## config.mk

```make
export PLATFORM = sky130hd
export DESIGN_NAME = des_sbox_seq
export DESIGN_NICKNAME = d
export VERILOG_FILES = /design/src/rtl/des_sbox_pkg.sv /design/src/rtl/des_sbox_lane.sv /design/src/rtl/des_sbox_seq.sv
export SDC_FILE = /design/constraint.sdc
export NUM_CORES = 1
export LEC_CHECK = 0
export ABC_AREA = 1
export CORE_ASPECT_RATIO = 1.25
export CORE_MARGIN = 2
export CORE_UTILIZATION = 28
export DETAILED_ROUTE_END_ITERATION = 10
export PLACE_DENSITY = 0.53
export SETUP_SLACK_MARGIN = 0.3
export SLEW_MARGIN = 5
export SYNTH_ARGS = -nofsm -noshare
export SYNTH_HDL_FRONTEND = slang
export SYNTH_SLANG_ARGS = --single-unit
```

## constraint.sdc

```tcl
create_clock -name clk -period 4.7 [get_ports clk]
set_input_delay 0.47 -clock clk [delete_from_list [all_inputs] [get_ports clk]]
set_output_delay 0.47 -clock clk [all_outputs]
set_load 0.05 [all_outputs]
```

## src/rtl/des_sbox_pkg.sv

```systemverilog
// Shared definitions for the iterative DES S-box unit: FIPS 46-3 S-box
// tables, table lookup helper, FSM state type and iteration-count helper.
package des_sbox_pkg;

    // S1..S8, each stored row-major: entry [row*16 + col].
    localparam logic [3:0] SBOX [8][64] = '{
        '{14,4,13,1,2,15,11,8,3,10,6,12,5,9,0,7, 0,15,7,4,14,2,13,1,10,6,12,11,9,5,3,8, 4,1,14,8,13,6,2,11,15,12,9,7,3,10,5,0, 15,12,8,2,4,9,1,7,5,11,3,14,10,0,6,13},
        '{15,1,8,14,6,11,3,4,9,7,2,13,12,0,5,10, 3,13,4,7,15,2,8,14,12,0,1,10,6,9,11,5, 0,14,7,11,10,4,13,1,5,8,12,6,9,3,2,15, 13,8,10,1,3,15,4,2,11,6,7,12,0,5,14,9},
        '{10,0,9,14,6,3,15,5,1,13,12,7,11,4,2,8, 13,7,0,9,3,4,6,10,2,8,5,14,12,11,15,1, 13,6,4,9,8,15,3,0,11,1,2,12,5,10,14,7, 1,10,13,0,6,9,8,7,4,15,14,3,11,5,2,12},
        '{7,13,14,3,0,6,9,10,1,2,8,5,11,12,4,15, 13,8,11,5,6,15,0,3,4,7,2,12,1,10,14,9, 10,6,9,0,12,11,7,13,15,1,3,14,5,2,8,4, 3,15,0,6,10,1,13,8,9,4,5,11,12,7,2,14},
        '{2,12,4,1,7,10,11,6,8,5,3,15,13,0,14,9, 14,11,2,12,4,7,13,1,5,0,15,10,3,9,8,6, 4,2,1,11,10,13,7,8,15,9,12,5,6,3,0,14, 11,8,12,7,1,14,2,13,6,15,0,9,10,4,5,3},
        '{12,1,10,15,9,2,6,8,0,13,3,4,14,7,5,11, 10,15,4,2,7,12,9,5,6,1,13,14,0,11,3,8, 9,14,15,5,2,8,12,3,7,0,4,10,1,13,11,6, 4,3,2,12,9,5,15,10,11,14,1,7,6,0,8,13},
        '{4,11,2,14,15,0,8,13,3,12,9,7,5,10,6,1, 13,0,11,7,4,9,1,10,14,3,5,12,2,15,8,6, 1,4,11,13,12,3,7,14,10,15,6,8,0,5,9,2, 6,11,13,8,1,4,10,7,9,5,0,15,14,2,3,12},
        '{13,2,8,4,6,15,11,1,10,9,3,14,5,0,12,7, 1,15,13,8,10,3,7,4,12,5,6,11,0,14,9,2, 7,11,4,1,9,12,14,2,0,6,10,13,15,3,5,8, 2,1,14,7,4,10,8,13,15,12,9,0,3,5,6,11}
    };

    typedef enum logic [1:0] {
        ST_IDLE = 2'd0,
        ST_RUN  = 2'd1,
        ST_DONE = 2'd2
    } sbox_state_t;

    // Raw chunk bit 5 is DES b1, bit 0 is b6: row = {b1,b6}, col = b2..b5.
    function automatic logic [3:0] sbox_lookup(input logic [2:0] box, input logic [5:0] idx);
        return SBOX[box][{idx[5], idx[0], idx[4:1]}];
    endfunction

    function automatic int sbox_iter(input int lanes);
        return 8 / lanes;
    endfunction

endpackage

```

## src/rtl/des_sbox_lane.sv

```systemverilog
// One combinational S-box lane: box select plus raw 6-bit chunk to 4-bit result.
module des_sbox_lane
    import des_sbox_pkg::*;
(
    input  logic [2:0] i_box,
    input  logic [5:0] i_chunk,
    output logic [3:0] o_nib
);

    // Table lookup for the selected box.
    always_comb begin
        o_nib = sbox_lookup(i_box, i_chunk);
    end

endmodule

```

## src/rtl/des_sbox_seq.sv

```systemverilog
// Iterative DES S-box unit: 48-bit word in, S1..S8 concatenation out,
// LANES boxes per clock. Optional macro DES_SBOX_CNT_EN adds the blk_cnt
// output counting completed output handshakes.
module des_sbox_seq
    import des_sbox_pkg::*;
#(
    parameter int LANES = 2,
    parameter int TAG_W = 4
) (
    input  logic             clk,
    input  logic             rst,
    input  logic             in_valid,
    output logic             in_ready,
    input  logic [47:0]      in_data,
    input  logic [TAG_W-1:0] in_tag,
    output logic             out_valid,
    input  logic             out_ready,
    output logic [31:0]      out_data,
    output logic [TAG_W-1:0] out_tag,
    output logic             busy
`ifdef DES_SBOX_CNT_EN
    ,
    output logic [15:0]      blk_cnt
`endif
);

    localparam int ITER  = sbox_iter(LANES);
    localparam int CNT_W = (ITER > 1) ? $clog2(ITER) : 1;

    if (LANES != 1 && LANES != 2 && LANES != 4 && LANES != 8) begin : g_bad_lanes
        $error("des_sbox_seq: LANES must be 1, 2, 4 or 8");
    end

    sbox_state_t      r_state;
    logic [CNT_W-1:0] r_cnt;
    logic [47:0]      r_word;
    logic [31:0]      r_result;
    logic [TAG_W-1:0] r_tag;

    logic [2:0]  w_box   [LANES];
    logic [5:0]  w_chunk [LANES];
    logic [3:0]  w_nib   [LANES];
    logic [31:0] w_result_nxt;

    // Select this cycle's boxes and their chunks from the latched word.
    always_comb begin
        for (int unsigned l = 0; l < LANES; l++) begin
            w_box[l]   = 3'(r_cnt * LANES + l);
            w_chunk[l] = 6'(r_word >> (6 * (3'd7 - w_box[l])));
        end
    end

    for (genvar g = 0; g < LANES; g++) begin : g_lane
        des_sbox_lane u_lane (
            .i_box   (w_box[g]),
            .i_chunk (w_chunk[g]),
            .o_nib   (w_nib[g])
        );
    end

    // Merge this cycle's lane nibbles into the accumulated result.
    always_comb begin
        w_result_nxt = r_result;
        for (int unsigned l = 0; l < LANES; l++) begin
            w_result_nxt[4 * (3'd7 - w_box[l]) +: 4] = w_nib[l];
        end
    end

    // Control FSM and datapath registers.
    always_ff @(posedge clk or posedge rst) begin
        if (rst) begin
            r_state  <= ST_IDLE;
            r_cnt    <= '0;
            r_word   <= '0;
            r_result <= '0;
            r_tag    <= '0;
        end else begin
            case (r_state)
                ST_IDLE: begin
                    if (in_valid) begin
                        r_word   <= in_data;
                        r_tag    <= in_tag;
                        r_cnt    <= '0;
                        r_result <= '0;
                        r_state  <= ST_RUN;
                    end
                end
                ST_RUN: begin
                    r_result <= w_result_nxt;
                    if (r_cnt == CNT_W'(ITER - 1)) begin
                        r_state <= ST_DONE;
                    end else begin
                        r_cnt <= r_cnt + 1'b1;
                    end
                end
                ST_DONE: begin
                    if (out_ready) begin
                        r_state <= ST_IDLE;
                    end
                end
                default: r_state <= ST_IDLE;
            endcase
        end
    end

`ifdef DES_SBOX_CNT_EN
    logic [15:0] r_blk_cnt;

    // Count completed output handshakes, wrapping at 16 bits.
    always_ff @(posedge clk or posedge rst) begin
        if (rst) begin
            r_blk_cnt <= '0;
        end else if (r_state == ST_DONE && out_ready) begin
            r_blk_cnt <= r_blk_cnt + 16'd1;
        end
    end

    assign blk_cnt = r_blk_cnt;
`endif

    assign in_ready  = (r_state == ST_IDLE);
    assign out_valid = (r_state == ST_DONE);
    assign busy      = (r_state != ST_IDLE);
    assign out_data  = r_result;
    assign out_tag   = r_tag;

endmodule
```

* Word-level counts from Yosys, hierarchy flattened
Memories as Yosys holds them, arrays and structs flattened.
Index checks and enable logic that the tools add are counted.
** Word-level totals
- Register bits after elaboration :: 88
- Memories :: 2
- Input port bits :: 56
- Bits in read-only memories :: 4096
- Word-level logic and storage cells :: 64
** Memory list
- (no name shown) :: depth 8, width 256, read ports 1, clocked after Yosys merged registers in 0, write ports 0, line des_sbox_pkg.sv:25 : return SBOX[box][{idx[5], idx[0], idx[4:1]}];
- (no name shown) :: depth 8, width 256, read ports 1, clocked after Yosys merged registers in 0, write ports 0, line des_sbox_pkg.sv:25
** Operators by class
- Bitwise logic cells :: 4
- Reduce and logical (&&, ||, !) cells :: 7
- Multiply operators :: 2
- Shifts and indexed selects :: 6
- Add/subtract/negate cells :: 6
- Equality and inequality tests :: 7
- $lt $le $gt $ge :: 4
- Mux-type cells :: 21
** Operators by type and width (count)
- $mux W256 :: 4
- $shr A48 B32 Y6 :: 2
- $neg A32 Y34 :: 2
- $shift A4 B34 Y32 const A :: 2
- $shiftx A4 B34 Y32 :: 2
- $bwmux W32 :: 2
- $mul A2 B32 Y31 const A :: 2
- $pmux W32 S2 :: 1
- $bmux W4 S6 :: 2
- $mux W32 :: 1
- $mux W4 :: 4
- $ge A7 B7 Y1 const B :: 2
- $not A6 Y7 :: 2
- $mux W2 :: 5
- $ge A4 B4 Y1 const B :: 2
- $not A3 Y4 :: 2
- $sub A3 B3 Y4 const A :: 2
- $ne A2 B2 Y1 const B :: 3
- $pmux W2 S3 :: 1
- $reduce_and A3 Y1 :: 2
- $eq A2 B2 Y1 const B :: 2
- $pmux W2 S2 :: 1
- $reduce_and A2 Y1 :: 2
- $reduce_bool A2 Y1 :: 2
- other kinds (5) :: 5

* Depth between registers and ports, before layout
- Depth after elaboration :: 11
- Gate-level depth with buffers :: 26
- Gate-level depth less buffers :: 22

* Hierarchy
Synthesis repeated with hierarchy kept, for this count alone.
** Unflattened totals
- Cell total of the unflattened synthesis :: 1868
- Area, all modules :: 10332.4 µm²
** Modules (own cells, without submodules)
- des_sbox_lane :: sequential area each 0.0 µm², area each 2882.8 µm², cells an instance 630, times used 2
- des_sbox_seq :: sequential area each 2202.1 µm², area each 4566.9 µm², cells an instance 608, times used 1

* Worst setup path before layout
No wires, ideal clock.
- Path type :: reg2reg
- From :: register r_cnt[0]
- To :: register r_result[14], in the netlist out_data[14]
- Library setup time :: 118 ps
- Buffers on the path :: 5
- Arrival time :: 3519 ps
- Path slack :: 1063 ps
- Stages on the path, launching flop included :: 21
- Cells stage by stage :: dfrtp_1 -> inv_2 -> buf_2 -> buf_2 -> buf_2 -> ha_1 -> buf_4 -> nand2_1 -> o21ai_2 -> o21ai_4 -> nand2_2 -> buf_4 -> ha_1 -> a21oi_1 -> a21oi_1 -> a21oi_1 -> a21oi_1 -> nand2_1 -> nand2_1 -> nand3_1 -> nand2_1
** Between the ends
- Cells in the longest elaborated chain, start to end :: 11
- Elaborated cells between the ends (all ways) :: 32
** Ends and longest elaborated chain
- start: declaration :: line des_sbox_seq.sv:35 : logic [CNT_W-1:0] r_cnt;
- start signal: assignment :: line des_sbox_seq.sv:93 : r_cnt <= r_cnt + 1'b1;
- $add A3 B1 Y3, or another cell as far along :: line des_sbox_seq.sv:48 : w_box[l] = 3'(r_cnt * LANES + l);
- $sub A3 B3 Y4, or another cell as far along :: line des_sbox_seq.sv:49, des_sbox_seq.sv:65
- $mul A2 B32 Y31, or another cell as far along :: line des_sbox_seq.sv:49 : w_chunk[l] = 6'(r_word >> (6 * (3'd7 - w_box[l])));
- $shr A48 B32 Y6, or another cell as far along :: line des_sbox_seq.sv:49
- $not A6 Y7 (not written as such), or another cell as far along :: line des_sbox_pkg.sv:25
- $bmux W4 S6 or $mux W4 (tied branches) :: line des_sbox_pkg.sv:25
- $mux W4 (not written as such) :: line des_sbox_pkg.sv:25
- $mux W4 (not written as such) or $shiftx A4 B34 Y32 (tied branches) :: line des_sbox_pkg.sv:25, des_sbox_seq.sv:65
- $shiftx A4 B34 Y32 or $bwmux W32 (tied branches) :: line des_sbox_seq.sv:65 : w_result_nxt[4 * (3'd7 - w_box[l]) +: 4] = w_nib[l];
- $bwmux W32 (*) :: line des_sbox_seq.sv:65
- $pmux W32 S2 (*) :: line des_sbox_seq.sv:78 : case (r_state)
- end signal: assignment :: line des_sbox_seq.sv:89 : r_result <= w_result_nxt;
- end: declaration :: line des_sbox_seq.sv:37 : logic [31:0] r_result;
Every way passes the cells marked *; elsewhere a longest branch is shown, timed or not. The select of a mux whose other input is x is not followed.
A chain may end at the register's enable or synchronous reset.

* Worst setup path after layout
- From :: register r_cnt[1]
- To :: register r_result[14], in the netlist out_data[14]
The elaborated chain is that of the path after synthesis.

==> flow_summary.ini <==
[detailed_routing]
drt_first_pass_iters = 8
drt_iter0_drc = 1129
routed_wl_um = 31680
ant_nets = 0
dr_wl_met3_um = 1825
vias = 8709
drc = 0
vias_per_cell = 5.467
wl_met2_um = 15470
maxUsedRoutingLayer = met4
wire_per_inst_um = 19.89
m1WireLength_um = 13020

[final_layout]
finalNetCount = 1316
fin_cells = 1593
layout-drive-gt1-share_pct = 7.612
syn2layout_area_growth_pct = 19.51
layout_common_cells = 359 x nand2_1, 319 x nand3_1, 94 x clkdlybuf4s50_1
antenna_cells = 0
final_common_cell = nand2_1
fill_cells = 2981

[critical_path]
timing.rr.start = r_cnt[1]
crit_end = out_data[14]
crit_path_start = r_cnt[1]
cp_data_arrival_time_ns = 4.36
reg2reg_depth = 17
worstSetupPathType = reg2reg
critPathRequiredTime_ns = 4.95
reg2reg_to = out_data[14]
start_kind = flop
worstPathMaxFanout = 18
crit_path_end_kind = flop
reg2reg_setup_slack_ns = 0.59

[clock_tree]
cts_buffers = 9
cts_htree_levels = 3
cts_tree = done
clk_latency_ns = 0.36
cts.path.max_buffers = 2
clockRootBuffer = clkbuf_16
cts_sinks = 88
post_cts_buffers = 0
path_clk_slew_ns = 0.06

[place]
io_buffer_count = 94
dp_cells = 1577
pre_cts_ws_ns = 0.6691
dp.final_hpwl_um = 23130
place_congestion = 0.9857

[timing]
fin_tns_setup_ns = 0
drv_slew = 0
fin_ws_ns = 0.5866
period_share_pct = 87.52
fin_skew_ns = 0.01324
setup_viol = 0
hold_viol = 0
rsz0062_at_grt = false
whs_ns = 0.3614
period_needed_ns = 4.113
worstMarginPinSlew_ns = 0.9757
max_slew_margin_pct = 34.96
max_freq_ghz = 0.2431

[grt]
track_usage_pct = 22.71
grt_pass1_wl_um = 49310
antenna_found_initial = 0
grt_remaining_overflow = 0
first_global_vias = 8319
grt_max_degree = 94

[yosys]
synth_cell_type_count = 41
synth.net_count = 1265
synth_cells = 1192
ys_seq_area_share_pct = 29.19
syn-cell-area_um2 = 7543
ys.warnings.count = 0
synth_top_area_share_pct = 29.19
syn_area_per_cell_um2 = 6.328
post-synth-top-area-cell = dfrtp_1
synth-seq-cells = 88
synthTopCellsByArea = dfrtp_1 29%, nand3_1 21%, nand2_1 18%, a21oi_1 4.6%, inv_1 3.4%

[hold_path]
min_path_type = in2async

[die]
coreArea_um2 = 26660
die_h_um = 187.5
die_w_um = 150.8
io_pins = 95
die_area_um2 = 28280
start_util_pct = 28.30
rows = 67

[flow_run]
maxCapViolCount = 0

[outcome]
status = finished clean
[per-layer routing]
metal  track usage [%]  vias up
li1                  -     4093
met2             37.41      419
met5                 0        -
met4             10.71        0
met3             2.774       79
met1             29.36     4118
[repair_timing]
action                     4_1_cts  5_1_grt
hold buffers                     0        0
gates resized for setup          0        2
setup endpoints to repair        0        2
[kinds of logic (layout without fill, tap and decap cells)]
family / count (synthesis) / count (layout) / share of synthesized area [%]
flops: 88 / 88 / 29.19
buf+inv: 151 / 207 / 8.923
fa+ha+maj: 17 / 17 / 2.820
mux: 17 / 17 / 2.538
simple gates: 791 / 791 / 46.91
compound gates: 128 / 128 / 9.620
[worst min-delay path by stage]
stage	from	end	slack, ns	cells after the start
5_1_grt	rst	r_word[5]	0.38	2
6_report	rst	r_word[5]	0.36	2
4_1_cts	rst	out_data[2]	0.36	2
2_1_floorplan	r_state[0]	r_state[1]	0.47	1
3_3_place_gp	out_data[11]	out_data[11]	0.48	2
3_5_place_dp	out_data[10]	out_data[10]	0.47	2
[through the flow]
| stage | instance area, µm² | util [%] |
|---|---|---|
| 2_1_floorplan | 7543 | - |
| 3_3_place_gp | 8676 | 32.54 |
| 3_5_place_dp | 8676 | 32.54 |
| 4_1_cts | 9007 | 33.79 |
| 5_1_grt | 9015 | 33.82 |
| 6_report | 9015 | 33.82 |
[registers in the layout, summed over array words and instances, names as in the netlist]
| name | cells |
|---|---|
| r_word | 48 |
| out_data | 32 |
| out_tag | 4 |
| r_cnt | 2 |
| r_state | 2 |
[synthesized netlist by cell type (all sizes together)]
master	number
nor3	1
inv	80
o221ai	3
o22ai	3
a31oi	3
o311a	1
nor2	70
dfrtp	88
ha	17
clkbuf	23
nand2	377
clkinv	2
nand4	13
o211ai	7
nand3	327
o21a	1
o31ai	1
or2	3
a21oi	70
a22oi	3
o32ai	1
buf	46
mux2	17
o21ai	35
[area by class of cell]
| class | count | area [µm²] | share of cell area [%] |
|---|---|---|---|
| timing repair buffer | 109 | 1054 | 11.69 |
| tap | 345 | 431.7 | 4.788 |
| sequential | 88 | 2203 | 24.44 |
| clock buffer | 10 | 239.0 | 2.651 |
| clock inverter | 6 | 92.59 | 1.027 |
| multi-input combinational | 953 | 4683 | 51.95 |
| inverter | 82 | 311.5 | 3.456 |
[worst max-delay path, stage by stage (launching register included)]
cell and delay [ns]:
dfrtp_1 0.57, inv_1 0.11, ha_1 0.31, inv_2 0.34, nand2_2 0.27, o21ai_2 0.24
nor2_4 0.08, nand2_2 0.21, nand2_2 0.28, ha_1 0.45, a21oi_1 0.25, a21oi_1 0.10
a21oi_1 0.21, a21oi_1 0.08, nand2_1 0.09, nand2_1 0.19, nand3_1 0.14, nand2_1 0.06
Power is left out: the tool's default activity adds up to more than one toggle a clock period on the data nets, which glitch-free logic cannot reach.
